### src/rtl/fp_pkg.sv
// fp_pkg: default widths, in_sum bit positions, packed result type and stage-1 classes for fp_norm_round
package fp_pkg;
  localparam int DEF_EXP_W = 8;
  localparam int DEF_MAN_W = 23;
  localparam logic [DEF_EXP_W-1:0] EXP_MAX = '1;
  localparam int BIT_HID = DEF_MAN_W + 3;
  localparam int BIT_G = 2;
  localparam int BIT_R = 1;
  localparam int BIT_S = 0;
  typedef struct packed {
    logic sign;
    logic [DEF_EXP_W-1:0] exp;
    logic [DEF_MAN_W-1:0] frac;
  } fp_t;
  typedef enum logic [1:0] {K_NORM, K_SPEC, K_ZERO, K_FLUSH} kind_e;
endpackage

### src/rtl/fp_lzc.sv
// fp_lzc: combinational leading-zero count of v (cnt = W when v is zero)
module fp_lzc #(
  parameter int W = 27,
  parameter int CW = $clog2(W + 1)
) (
  input  logic [W-1:0]  v,
  output logic [CW-1:0] cnt
);
  always_comb begin
    cnt = CW'(W);
    for (int i = 0; i < W; i++) if (v[i]) cnt = CW'(W - 1 - i);
  end
endmodule

### src/rtl/fp_norm_round.sv
// fp_norm_round: 2-stage normalize + round-to-nearest-even pipeline; in_{valid,ready,sign,exp,sum,co} -> out_{valid,ready,sign,exp,frac,ovf,unf,inexact}
module fp_norm_round import fp_pkg::*; #(
  parameter int EXP_W = DEF_EXP_W,
  parameter int MAN_W = DEF_MAN_W
) (
  input  logic             clk,
  input  logic             rst,
  input  logic             in_valid,
  output logic             in_ready,
  input  logic             in_sign,
  input  logic [EXP_W-1:0] in_exp,
  input  logic [MAN_W+3:0] in_sum,
  input  logic             in_co,
  output logic             out_valid,
  input  logic             out_ready,
  output logic             out_sign,
  output logic [EXP_W-1:0] out_exp,
  output logic [MAN_W-1:0] out_frac,
  output logic             out_ovf,
  output logic             out_unf,
  output logic             out_inexact
);
  localparam int SW = MAN_W + 4;
  localparam int XW = EXP_W + 2;
  localparam int CW = $clog2(SW + 1);
  logic s1_valid, s1_sign, s1_adv, s2_adv, g, r, s, ovf, is_norm;
  kind_e s1_kind, k;
  logic signed [XW-1:0] s1_exp, e_adj, e_r;
  logic [SW-1:0] s1_man, m_adj;
  logic [CW-1:0] lz;
  logic [MAN_W:0] rnd;
  assign s2_adv = !out_valid || out_ready;
  assign s1_adv = !s1_valid || s2_adv;
  assign in_ready = s1_adv && !rst;
  fp_lzc #(.W(SW)) u_lzc (.v(in_sum), .cnt(lz));
  always_comb begin
    m_adj = in_co ? {1'b1, in_sum[SW-1:2], |in_sum[1:0]} : in_sum << lz;
    e_adj = {2'b0, in_exp} + (in_co ? XW'(1) : -XW'(lz));
    k = &in_exp ? K_SPEC : !(in_co || |in_sum) ? K_ZERO : (e_adj[XW-1] || e_adj == '0) ? K_FLUSH : K_NORM;
    {g, r, s} = {s1_man[BIT_G], s1_man[BIT_R], s1_man[BIT_S]};
    rnd = {1'b0, s1_man[SW-2:3]} + (MAN_W+1)'(g && (r || s || s1_man[3]));
    e_r = s1_exp + XW'(rnd[MAN_W]);
    is_norm = s1_kind == K_NORM;
    ovf = is_norm && e_r >= XW'({EXP_W{1'b1}});
  end
  always_ff @(posedge clk)
    if (rst) begin
      s1_valid <= 1'b0;
      out_valid <= 1'b0;
      out_sign <= 1'b0;
      out_exp <= '0;
      out_frac <= '0;
      out_ovf <= 1'b0;
      out_unf <= 1'b0;
      out_inexact <= 1'b0;
    end else begin
      if (s1_adv) begin
        s1_valid <= in_valid;
        s1_kind <= k;
        s1_sign <= in_sign;
        s1_exp <= e_adj;
        s1_man <= k == K_SPEC ? in_sum : m_adj;
      end
      if (s2_adv) begin
        out_valid <= s1_valid;
        out_sign <= s1_kind != K_ZERO && s1_sign;
        out_exp <= (s1_kind == K_SPEC || ovf) ? '1 : is_norm ? e_r[EXP_W-1:0] : '0;
        out_frac <= s1_kind == K_SPEC ? s1_man[SW-2:3] : (is_norm && !ovf) ? rnd[MAN_W-1:0] : '0;
        out_ovf <= ovf;
        out_unf <= s1_kind == K_FLUSH;
        out_inexact <= s1_kind == K_FLUSH || (is_norm && (g || r || s || ovf));
      end
    end
endmodule
### config.mk
export PLATFORM = sky130hd
export DESIGN_NAME = fp_norm_round
export DESIGN_NICKNAME = d
export VERILOG_FILES = /design/src/rtl/fp_pkg.sv /design/src/rtl/fp_lzc.sv /design/src/rtl/fp_norm_round.sv
export SDC_FILE = /design/constraint.sdc
export NUM_CORES = 1
export LEC_CHECK = 0
export CORE_UTILIZATION = 50
export DETAILED_ROUTE_END_ITERATION = 8
export GPL_ROUTABILITY_DRIVEN = 0
export PLACE_DENSITY = 0.76
export SYNTH_ARGS = -nofsm -noshare
export SYNTH_HDL_FRONTEND = slang
export SYNTH_SLANG_ARGS = --single-unit
### constraint.sdc
create_clock -name clk -period 5.1 [get_ports clk]
set_input_delay 1.02 -clock clk [delete_from_list [all_inputs] [get_ports clk]]
set_output_delay 1.02 -clock clk [all_outputs]
set_load 0.005 [all_outputs]
==> impl_metrics.env <==
export IMPL_pin_count=78
export IMPL_avgSynthCellArea_sq_um=8.05
export IMPL_grt_pass1_vias=6055
export IMPL_critPathRequiredTime_ps=5190
export IMPL_track_usage=0.291
export IMPL_synth_edff_count=39
export IMPL_fin_nets=917
export IMPL_post_route_min_period_ps=4880
export IMPL_grt_antenna_before_repair=0
export IMPL_worstSetupEndpointType="flop"
export IMPL_rrSetupSlack_ps=410
export IMPL_hold_viol=0
export IMPL_synth_area_sq_mm=0.00619
export IMPL_drc=0
export IMPL_cts_root_buf="clkbuf_16"
export IMPL_tightest_slew_ps=1260
export IMPL_clock_path_buffers=2
export IMPL_firstDrtPassIters=7
export IMPL_min_delay_path_depth=2
export IMPL_slew_headroom=0.159
export IMPL_routedWlPerCell_um=17.7
export IMPL_max_stage_delay_ps=440
export IMPL_cp_arrival_ps=4970
export IMPL_design_die_area_sq_mm=0.0128
export IMPL_diodes=0
export IMPL_numCtsBuffers=9
export IMPL_dp_hpwl_um=13900
export IMPL_instances_no_fill=1034
export IMPL_synth_seq_cells=76
export IMPL_clk_pin_slew_ps=50
export IMPL_ys_top_cells_by_area="edfxtp_1 19%, dfxtp_1 12%, nor2_1 5.3%"
export IMPL_ff_latch_area_sq_mm=0.00191
export IMPL_p_total_w=0.00184
export IMPL_min_to="out_ovf"
export IMPL_hold_path_class="reg2reg"
export IMPL_num_vias=6635
export IMPL_maxSlewViolCount=0
export IMPL_grt_overflow=0
export IMPL_path_cells="clkdlybuf4s50_1, or3_1, a2111oi_2, buf_4, o21ai_1, nand2_1, inv_2, ha_1, nand2_1, buf_4, fa_1, nor2b_1, o21ai_0, a21boi_1, o21ai_1, a21oi_1, xor2_1, o21ai_0, a21o_1"
export IMPL_die_x_um=113
export IMPL_core_sq_mm=0.0121
export IMPL_yosys_area_top_type="edfxtp_1"
export IMPL_cp_start_kind="input port"
export IMPL_synthFlopType="edfxtp_1"
export IMPL_port_buffers=77
export IMPL_path_max_fanout=3
export IMPL_ctsHoldBuffers=0
export IMPL_async_flop_share=0
export IMPL_reg2reg_from="s1_man[2]"
export IMPL_power_density_mw_per_mm2=241
export IMPL_fin_crit_sh=0.957
export IMPL_syn_inst=770
export IMPL_final_setup_tns_ps=0
export IMPL_start_util=0.514
export IMPL_grt_pass1_wl_um=29900
export IMPL_worstSetupPathType="in2reg"
export IMPL_ant_nets=0
export IMPL_critPathTopFamily="compound AO/OA/AOI/OAI gates"
export IMPL_cts_num_sinks=76
export IMPL_outcome="finished, final reports clean"
export IMPL_syn_to_final_growth_pct=23.1
export IMPL_synth_yosys_warnings=0
export IMPL_fmax_mhz=205
export IMPL_yosysSeqAreaShare=0.309
export IMPL_yosysTopAreaCellShare=0.189
export IMPL_syn_nets=825
export IMPL_p_leak_nw=2.91
export IMPL_row_count=40
export IMPL_worstHoldStart="out_ovf"
export IMPL_grt_max_degree=41
export IMPL_vdd_drop_max_mv=0.135
export IMPL_multi_input_area_sq_mm=0.00394
export IMPL_die_h_um=113
export IMPL_drv_cap=0
export IMPL_drive_above_1_share=0.119
export IMPL_fill_cells=1042
export IMPL_cp_num_buf_inv=4
export IMPL_wl_um=18300
export IMPL_cts_tree="yes"
export IMPL_htree_levels=3
export IMPL_drt_initial_drc_count=1210
export IMPL_vias_per_cell=6.42
export IMPL_setup_viol=0
export IMPL_cpMaxStageDelayCell="clkdlybuf4s50_1"
export IMPL_finalClockSkew_ps=4.20
export IMPL_synth_cell_types=81
export IMPL_regToRegEndpoint="out_frac[6]"
export IMPL_dp_cells=1018
export IMPL_clkLatencyLatePin_ps=330
export IMPL_ff2ff_path_depth=16
-- final cells by class --
type / count / area share
multi-input combinational: 612 / 0.517
sequential: 76 / 0.251
timing repair buffer: 134 / 0.157
clock buffer: 15 / 0.0338
tap: 168 / 0.0276
inverter: 29 / 0.0143
-- cells in the final DEF (no fill, tap or decap), types with 9 or more instances in the layout --
cell and count:
mux2i_1 30, xor2_1 9, nand2_1 53, ha_1 13, inv_1 27, a211oi_1 20, nor2_1 87, nor3_1 38
and3_1 20, a221oi_1 14, edfxtp_1 39, clkdlybuf4s50_1 77, dfxtp_1 37, a31oi_1 9, xnor2_1 9, buf_4 57
o211ai_1 12, nand3_1 34, a21oi_1 57, clkbuf_16 9, o21ai_0 49
-- flip-flops by register name, summed over array words and instances, names as in the netlist --
signal       flops
out_inexact      1
s1_exp          10
out_unf          1
out_valid        1
out_exp          8
out_sign         1
s1_sign          1
s1_valid         1
out_ovf          1
out_frac        23
s1_man          26
s1_kind          2
-- Yosys cell counts, types with 4 or more instances --
| cell | number |
|---|---|
| o21ai_1 | 6 |
| a21oi_1 | 59 |
| a211oi_1 | 20 |
| a31oi_1 | 9 |
| nand2_1 | 53 |
| nor4_1 | 8 |
| mux2_2 | 6 |
| nor3_1 | 38 |
| a311oi_1 | 6 |
| buf_2 | 8 |
| o31ai_1 | 4 |
| nand2b_1 | 8 |
| mux2i_1 | 30 |
| a221oi_1 | 14 |
| o21a_1 | 8 |
| nand3_1 | 34 |
| edfxtp_1 | 39 |
| o21ai_0 | 50 |
| a21o_1 | 5 |
| ha_1 | 13 |
| nor2b_1 | 5 |
| and2_1 | 4 |
| a2bb2oi_1 | 5 |
| dfxtp_1 | 37 |
| or2_2 | 4 |
| nor3b_1 | 4 |
| a32oi_1 | 4 |
| buf_6 | 4 |
| nor2_1 | 88 |
| xnor2_1 | 9 |
| nand4_1 | 8 |
| buf_1 | 4 |
| and3_1 | 20 |
| xor2_1 | 9 |
| clkbuf_1 | 35 |
| o211ai_1 | 12 |
| inv_1 | 27 |
-- worst max-delay path by stage --
stage                     depth (start not counted)  slack [ps]         end       start
final                                            19         220  s1_kind[0]  in_sum[18]
after CTS                                        19         270  s1_kind[0]  in_sum[18]
after floorplan                                  19         200  s1_kind[1]  in_sum[20]
after detailed placement                         19         -60  s1_kind[0]  in_sum[18]
after global placement                           19          60  s1_kind[1]  in_sum[16]
after global routing                             19         -50  s1_kind[0]  in_sum[18]
-- logic make-up after synthesis --
logic type | share of synthesized area
xor gates and xnor gates | 0.0255
and+or+nand+nor | 0.240
buffers and inverters | 0.0594
AOI/OAI and AO/OA | 0.266
adders and majority gates | 0.0295
muxes | 0.0715
DFF | 0.309
-- power breakdown --
group / internal [W] / switching [W] / total (W) / leakage, nW
registers: 0.000713 / 0.0000466 / 0.000759 / 0.689
logic: 0.000244 / 0.000293 / 0.000537 / 2.09
clock network: 0.000340 / 0.000203 / 0.000543 / 0.124
-- per-layer routing --
metal  wire length (um)  up-vias  share of wire  GRT usage
met5                  0        -              0          0
met4               1150        0          0.063      0.182
met3               1700      102          0.093     0.0482
met2               7960      454           0.44      0.453
met1               7480     2981           0.41      0.377
li1                   -     3098              -          -
-- through the flow --
stage | util | hold slack [ps] | area [sq um] | worst slack (ps)
finish | 0.632 | 458 | 7630 | 221
global route | 0.632 | 487 | 7630 | -54.1
CTS | 0.631 | 454 | 7610 | 266
detailed placement | 0.610 | 447 | 7350 | -63.7
global placement | 0.610 | 447 | 7350 | 57.9
floorplan | - | 448 | 6190 | 204
-- worst reg2reg max path, delay by kind of cell, from the launching register on --
kind | cells | cell delay [ps]
AOI/OAI and AO/OA | 2 | 860
and+or+nand+nor | 10 | 2320
xor gates and xnor gates | 1 | 210
adders and majority gates | 2 | 490
DFF | 1 | 400
buffers and inverters | 1 | 300
-- timing repair --
item / 4_1_cts / 5_1_grt
setup buffers: 0 / 1
endpoints found under the hold margin: 0 / 0
setup endpoints to repair: 0 / 2
gates resized for setup: 0 / 5
(Power assumes the default switching activity.)
